==> config.mk <==
export PLATFORM = sky130hd
export DESIGN_NAME = free_list_flat
export DESIGN_NICKNAME = d
export VERILOG_FILES = /design/src/rtl/free_list_if.sv /design/src/rtl/free_list.sv /design/src/flat_wrapper.sv
export SDC_FILE = /design/constraint.sdc
export NUM_CORES = 1
export LEC_CHECK = 0
export ABC_AREA = 1
export BUFFER_PORTS_ARGS = -buffer_cell sky130_fd_sc_hd__buf_4
export CAP_MARGIN = 10
export CORE_ASPECT_RATIO = 1.75
export CORE_UTILIZATION = 50
export CTS_BUF_LIST = sky130_fd_sc_hd__clkbuf_16
export DETAILED_ROUTE_END_ITERATION = 12
export PLACE_DENSITY = 0.71
export SYNTH_ARGS = -nofsm -noshare
export SYNTH_HDL_FRONTEND = slang
export SYNTH_SLANG_ARGS = --single-unit
==> constraint.sdc <==
create_clock -name clock -period 5.6 [get_ports clock]
set_input_delay 0.56 -clock clock [delete_from_list [all_inputs] [get_ports clock]]
set_output_delay 0.56 -clock clock [all_outputs]
set_load 0.005 [all_outputs]
==> src/rtl/free_list_if.sv <==
// Handshake between the rename-stage free list, dispatch (allocation) and retire (free/flush).
interface free_list_if #(
    parameter int unsigned NUM_ALLOC   = 2,
    parameter int unsigned NUM_FREE    = 2,
    parameter int unsigned PHYS_REG_SZ = 64,
    parameter int unsigned ARCH_REG_SZ = 32
);
    localparam int unsigned DEPTH = PHYS_REG_SZ - ARCH_REG_SZ;
    localparam int unsigned TAG_W = $clog2(PHYS_REG_SZ);
    localparam int unsigned CNT_W = $clog2(DEPTH + 1);

    logic [NUM_ALLOC-1:0]            alloc_req;
    logic [NUM_ALLOC-1:0][TAG_W-1:0] alloc_tags;
    logic                            alloc_ok;
    logic [CNT_W-1:0]                free_count;
    logic [NUM_FREE-1:0]             retire_valid;
    logic [NUM_FREE-1:0][TAG_W-1:0]  retire_told;
    logic                            flush;

    modport master (
        output alloc_req, retire_valid, retire_told, flush,
        input  alloc_tags, alloc_ok, free_count
    );

    modport slave (
        input  alloc_req, retire_valid, retire_told, flush,
        output alloc_tags, alloc_ok, free_count
    );
endinterface

==> src/rtl/free_list.sv <==
// Circular free list of physical register tags for R10k-style rename, with
// all-or-nothing multi-port allocation, compacted retirement frees and one-cycle flush recovery.
module free_list #(
    parameter int unsigned NUM_ALLOC   = 2,
    parameter int unsigned NUM_FREE    = 2,
    parameter int unsigned PHYS_REG_SZ = 64,
    parameter int unsigned ARCH_REG_SZ = 32
) (
    input  logic       clock,
    input  logic       reset,
    free_list_if.slave bus
);
    localparam int unsigned DEPTH = PHYS_REG_SZ - ARCH_REG_SZ;
    localparam int unsigned TAG_W = $clog2(PHYS_REG_SZ);
    localparam int unsigned CNT_W = $clog2(DEPTH + 1);
    localparam int unsigned PTR_W = (DEPTH > 1) ? $clog2(DEPTH) : 1;

    typedef logic [TAG_W-1:0] tag_t;
    typedef logic [PTR_W-1:0] ptr_t;
    typedef logic [CNT_W-1:0] cnt_t;

    // Pointers wrap at DEPTH, which need not be a power of two; off never exceeds DEPTH.
    function automatic ptr_t ptr_add(ptr_t base, cnt_t off);
        logic [CNT_W:0] sum;
        sum = (CNT_W+1)'(base) + (CNT_W+1)'(off);
        if (sum >= (CNT_W+1)'(DEPTH)) begin
            sum = sum - (CNT_W+1)'(DEPTH);
        end
        return ptr_t'(sum);
    endfunction

    tag_t entries_q [DEPTH];
    tag_t entries_d [DEPTH];
    ptr_t head_q, head_d;
    ptr_t tail_q, tail_d;
    ptr_t retire_head_q, retire_head_d;
    cnt_t spec_count_q, spec_count_d;

    cnt_t alloc_off [NUM_ALLOC];
    cnt_t alloc_cnt;
    cnt_t free_off [NUM_FREE];
    cnt_t free_cnt;
    logic alloc_ok;
    logic alloc_fire;
    logic [CNT_W:0] spec_sum;

    // Prefix popcounts: each requesting/retiring slot gets the next consecutive list index.
    always_comb begin
        alloc_off = '{default: '0};
        alloc_cnt = '0;
        for (int i = 0; i < NUM_ALLOC; i++) begin
            alloc_off[i] = alloc_cnt;
            alloc_cnt    = alloc_cnt + cnt_t'(bus.alloc_req[i]);
        end
    end

    always_comb begin
        free_off = '{default: '0};
        free_cnt = '0;
        for (int j = 0; j < NUM_FREE; j++) begin
            free_off[j] = free_cnt;
            free_cnt    = free_cnt + cnt_t'(bus.retire_valid[j]);
        end
    end

    // Non-requesting slots still present a tag; dispatch ignores them.
    always_comb begin
        bus.alloc_tags = '0;
        for (int i = 0; i < NUM_ALLOC; i++) begin
            bus.alloc_tags[i] = entries_q[ptr_add(head_q, alloc_off[i])];
        end
    end

    assign alloc_ok       = alloc_cnt <= spec_count_q;
    assign bus.alloc_ok   = alloc_ok;
    assign bus.free_count = spec_count_q;

    // Frees are written even in a flush cycle.
    always_comb begin
        entries_d = entries_q;
        for (int j = 0; j < NUM_FREE; j++) begin
            if (bus.retire_valid[j]) begin
                entries_d[ptr_add(tail_q, free_off[j])] = bus.retire_told[j];
            end
        end
    end

    always_comb begin
        alloc_fire    = alloc_ok && !bus.flush;
        tail_d        = ptr_add(tail_q, free_cnt);
        retire_head_d = ptr_add(retire_head_q, free_cnt);
        head_d        = head_q;
        spec_sum      = {1'b0, spec_count_q} + {1'b0, free_cnt}
                        - (alloc_fire ? {1'b0, alloc_cnt} : '0);
        spec_count_d  = spec_sum[CNT_W-1:0];
        if (bus.flush) begin
            // Rewind to committed state, including this cycle's retirements.
            head_d       = retire_head_d;
            spec_count_d = cnt_t'(DEPTH);
        end else if (alloc_fire) begin
            head_d = ptr_add(head_q, alloc_cnt);
        end
    end

    always_ff @(posedge clock) begin
        if (reset) begin
            head_q        <= '0;
            tail_q        <= '0;
            retire_head_q <= '0;
            spec_count_q  <= cnt_t'(DEPTH);
            for (int i = 0; i < DEPTH; i++) begin
                entries_q[i] <= tag_t'(ARCH_REG_SZ + i);
            end
        end else begin
            head_q        <= head_d;
            tail_q        <= tail_d;
            retire_head_q <= retire_head_d;
            spec_count_q  <= spec_count_d;
            entries_q     <= entries_d;
        end
    end

    logic told_zero;
    logic over_free;

    always_comb begin
        told_zero = 1'b0;
        for (int j = 0; j < NUM_FREE; j++) begin
            if (bus.retire_valid[j] && (bus.retire_told[j] == '0)) begin
                told_zero = 1'b1;
            end
        end
    end

    assign over_free = {1'b0, free_cnt} > ((CNT_W+1)'(DEPTH) - {1'b0, spec_count_q});

    a_legal_input: assert property (@(posedge clock) disable iff (reset)
        !(told_zero || over_free));
    a_ptr_sync: assert property (@(posedge clock) disable iff (reset)
        tail_q == retire_head_q);
    a_count_bound: assert property (@(posedge clock) disable iff (reset)
        spec_count_q <= cnt_t'(DEPTH));
endmodule
==> src/flat_wrapper.sv <==
// flat-port wrapper written by rule: the top's interface ports become plain ports
module free_list_flat 
#(
    parameter int unsigned NUM_ALLOC   = 2,
    parameter int unsigned NUM_FREE    = 2,
    parameter int unsigned PHYS_REG_SZ = 64,
    parameter int unsigned ARCH_REG_SZ = 32
)
  (clock, reset, bus_alloc_req, bus_retire_valid, bus_retire_told, bus_flush, bus_alloc_tags, bus_alloc_ok, bus_free_count);
  free_list_if #(.NUM_ALLOC(NUM_ALLOC), .NUM_FREE(NUM_FREE), .PHYS_REG_SZ(PHYS_REG_SZ), .ARCH_REG_SZ(ARCH_REG_SZ)) bus_i ();
  input  logic clock;
  input  logic reset;
  input wire logic [$bits(bus_i.alloc_req)-1:0] bus_alloc_req;
  input wire logic [$bits(bus_i.retire_valid)-1:0] bus_retire_valid;
  input wire logic [$bits(bus_i.retire_told)-1:0] bus_retire_told;
  input wire logic [$bits(bus_i.flush)-1:0] bus_flush;
  output wire logic [$bits(bus_i.alloc_tags)-1:0] bus_alloc_tags;
  output wire logic [$bits(bus_i.alloc_ok)-1:0] bus_alloc_ok;
  output wire logic [$bits(bus_i.free_count)-1:0] bus_free_count;
  assign bus_i.alloc_req = bus_alloc_req;
  assign bus_i.retire_valid = bus_retire_valid;
  assign bus_i.retire_told = bus_retire_told;
  assign bus_i.flush = bus_flush;
  assign bus_alloc_tags = bus_i.alloc_tags;
  assign bus_alloc_ok = bus_i.alloc_ok;
  assign bus_free_count = bus_i.free_count;
  free_list #(.NUM_ALLOC(NUM_ALLOC), .NUM_FREE(NUM_FREE), .PHYS_REG_SZ(PHYS_REG_SZ), .ARCH_REG_SZ(ARCH_REG_SZ)) u_core (.clock(clock), .reset(reset), .bus(bus_i));
endmodule
==> metrics <==
status complete, but fails checks; failing checks design-rule violations; Die ar. 32400 um2; mapped cell area 15800 um2; Data required, critical path 5040 ps; WL final 68300 um; DIE WIDTH 137 um; worst min-delay path startpoint reset; Worst Skew 15.1 ps; Crit Path Category reg2out; endpoints failing hold 0; chip height 238 um; pre-CTS setup slack 1860 ps; drt wl/cell 22.0 um; area added between synthesis and finish 5.61%; Pleak 9.03 nW; pin count of the biggest net entering global routing 81; crit path DAT 3840 ps; setup repair bufs after CTS 0; ANT nets after route 0; VDD IR-drop max 0.234 mV; P per Cell Area 284 nW/um2; Crit path top cell by count nand2_1; max frequency 227 MHz; reg2reg start u_core.tail_q[0]; initial antenna violation count 1; Max Cap Viol 0; critical path depth 8; proportion of netlist area held by the largest area contributor 26.9%; clock latency on the worst-skew pair 550 ps; Total Routing Usage GR 42.3%; Synth Register Bits 213; Post-synth ARST share 0%; Startpoint Class flop; root buffer cell clkbuf_16; final setup margin 1200 ps; CP Max Fanout 29; via/cell ratio 6.10; WHS Path Cells 2; fillers 3222; clk slew on worst S/H paths 60 ps; clk buf depth 3; Pins Over Slew Limit 0; Pwr Total 4.75 mW; unrepaired setup endpoints after global routing false; num ports 38; top-count cell post-synth nand2_1; Post-Route Setup TNS 0 ps; sequential fraction of the synthesis area 26.9%; WHS Endpoint u_core.head_q[0]; Yosys top cell by area dfxtp_1; port bufs 37; reg2reg setup slack 2190 ps; grt ovf 0; nets@finish 2743; critical path's slowest cell xor2_1; # diodes 0; site row count 85; drt drc 1; share of cells above drive strength 1 5.31%; Vias 18.9k; post-synthesis net count 2856; hold buffers post-CTS 0; Reg2Reg Depth 9; CTS tree yes; H-tree level count 1; Worst Tran Pin Value 1390 ps; Crit. End Element output pin; RePlAce Congestion 1.07; CP top delay family XOR/XNOR gates; Period minus WS final 4400 ps; DP Cell Count 3063; synth unique cells 33; yosys warns 0; first-pass GRT wire length 102000 um; crit path cell chain buf_4, nand3_1, xor2_1, nand3_1, nand2_1, nand2_1, nand2_1, buf_4; hpwl dp 45900 um; Gate Count Post-Synth 2810; Post-synth top flop dfxtp_1; Initial Util 51.2%; Rel. slew slack 6.86%; CP peak stage delay 1020 ps; Post-Layout Cell Count 3103; Reg2Reg Capture Point u_core.entries_q[4]; 1st-iter DRT viols 2567; DR pass1 iterations 11; top cells by area, synth dfxtp_1 (27%), nand2_1 (23%), nand3_1 (13%), inv_1 (7.0%), nor2_1 (6.9%); hold crit path type in2reg; Num CTS Buffers 23; vias in the first global route 17.1k; endpoints failing setup 0; core area 30900 um2; post-CTS sizing 0; Clock Sinks 213; Post-synth EDFFs 0; critical path buffer and inverter count 2; Synth Area per Inst 5.64 um2; final worst-path cycle share 78.6%; synth cell count leaders nand2_1 (962), nand3_1 (422), inv_1 (294)
[per-stage QoR]
step           hold WS [ps]  instance area [um2]  util (%)
6_report                302                16700      54.1
5_1_grt                 322                16700      54.1
4_1_cts                 304                16700      54.1
3_5_place_dp            484                16000      51.8
3_3_place_gp            471                16000      51.7
2_1_floorplan           461                15800         -
[cells by family (layout without fill, tap and decap cells)]
| family | count (synthesis) | after routing | share of synthesized area (%) |
|---|---|---|---|
| simple gates | 1840 | 1840 | 50.6 |
| xor+xnor | 7 | 7 | 0.387 |
| compound gates | 220 | 220 | 7.19 |
| fa+ha+maj | 27 | 27 | 2.32 |
| flops | 213 | 213 | 26.9 |
| buf+inv | 503 | 405 | 12.6 |
[cell usage in the layout, fill, tap and decap left out, types with 12 or more instances in the layout]
master     instances
nand2_1          962
nand4_2           19
nand3_1          422
clkbuf_16         23
buf_4             63
dfxtp_1          211
o211ai_1          12
nor2_1           291
a21oi_1           45
nand4_1          127
o21ai_0          160
inv_1            299
ha_1              21
[sequential cells by signal, indices dropped and copies added, names as in the netlist]
signal and flops:
u_core.entries_q 192, u_core.tail_q 5, u_core.head_q 5, u_core.retire_head_q 5, u_core.bus.free_count 6
[routing by layer]
layer | vias up | share of wire (%) | track usage [%] | wire length [um]
met5 | - | 0.016 | 0 | 11
li1 | 8726 | - | - | -
met3 | 358 | 9.9 | 8.59 | 6790
met1 | 8635 | 34 | 47.3 | 23200
met4 | 2 | 10 | 37.8 | 7130
met2 | 1199 | 46 | 67.1 | 31200
[how the worst max path moves through the flow]
stage,start,endpoint,slack [ps]
finish,u_core.head_q[1],bus_alloc_tags[10],1200
global route,u_core.head_q[1],bus_alloc_tags[10],1120
CTS,u_core.head_q[1],bus_alloc_tags[10],1410
detailed placement,bus_alloc_req[0],bus_alloc_tags[10],1860
global placement,u_core.head_q[1],bus_alloc_tags[10],1800
floorplan,bus_alloc_req[0],u_core.bus.free_count[4],2520
[final cells by class]
type | count | area (um2) | share of cell area [%]
Sequential cell | 213 | 4270 | 25.5
Clock inverter | 17 | 129 | 0.770
Tap cell | 391 | 489 | 2.92
Multi-Input combinational cell | 2094 | 9630 | 57.5
Inverter | 300 | 1130 | 6.76
Clock buffer | 23 | 576 | 3.44
Timing Repair Buffer | 65 | 515 | 3.08
[worst reg2reg max path, delay by kind of cell, from the launching register on]
| family | cells | cell delay (ps) |
|---|---|---|
| and+or+nand+nor | 7 | 2290 |
| DFF | 1 | 460 |
| adders and majority gates | 2 | 510 |
[where the power goes]
group	switching, mW	internal (mW)
Combinational	1.15	0.452
Sequential	0.0541	1.57
Clock	0.684	0.834
Total	1.89	2.86
Note: power is estimated with default switching activity, not from simulation.
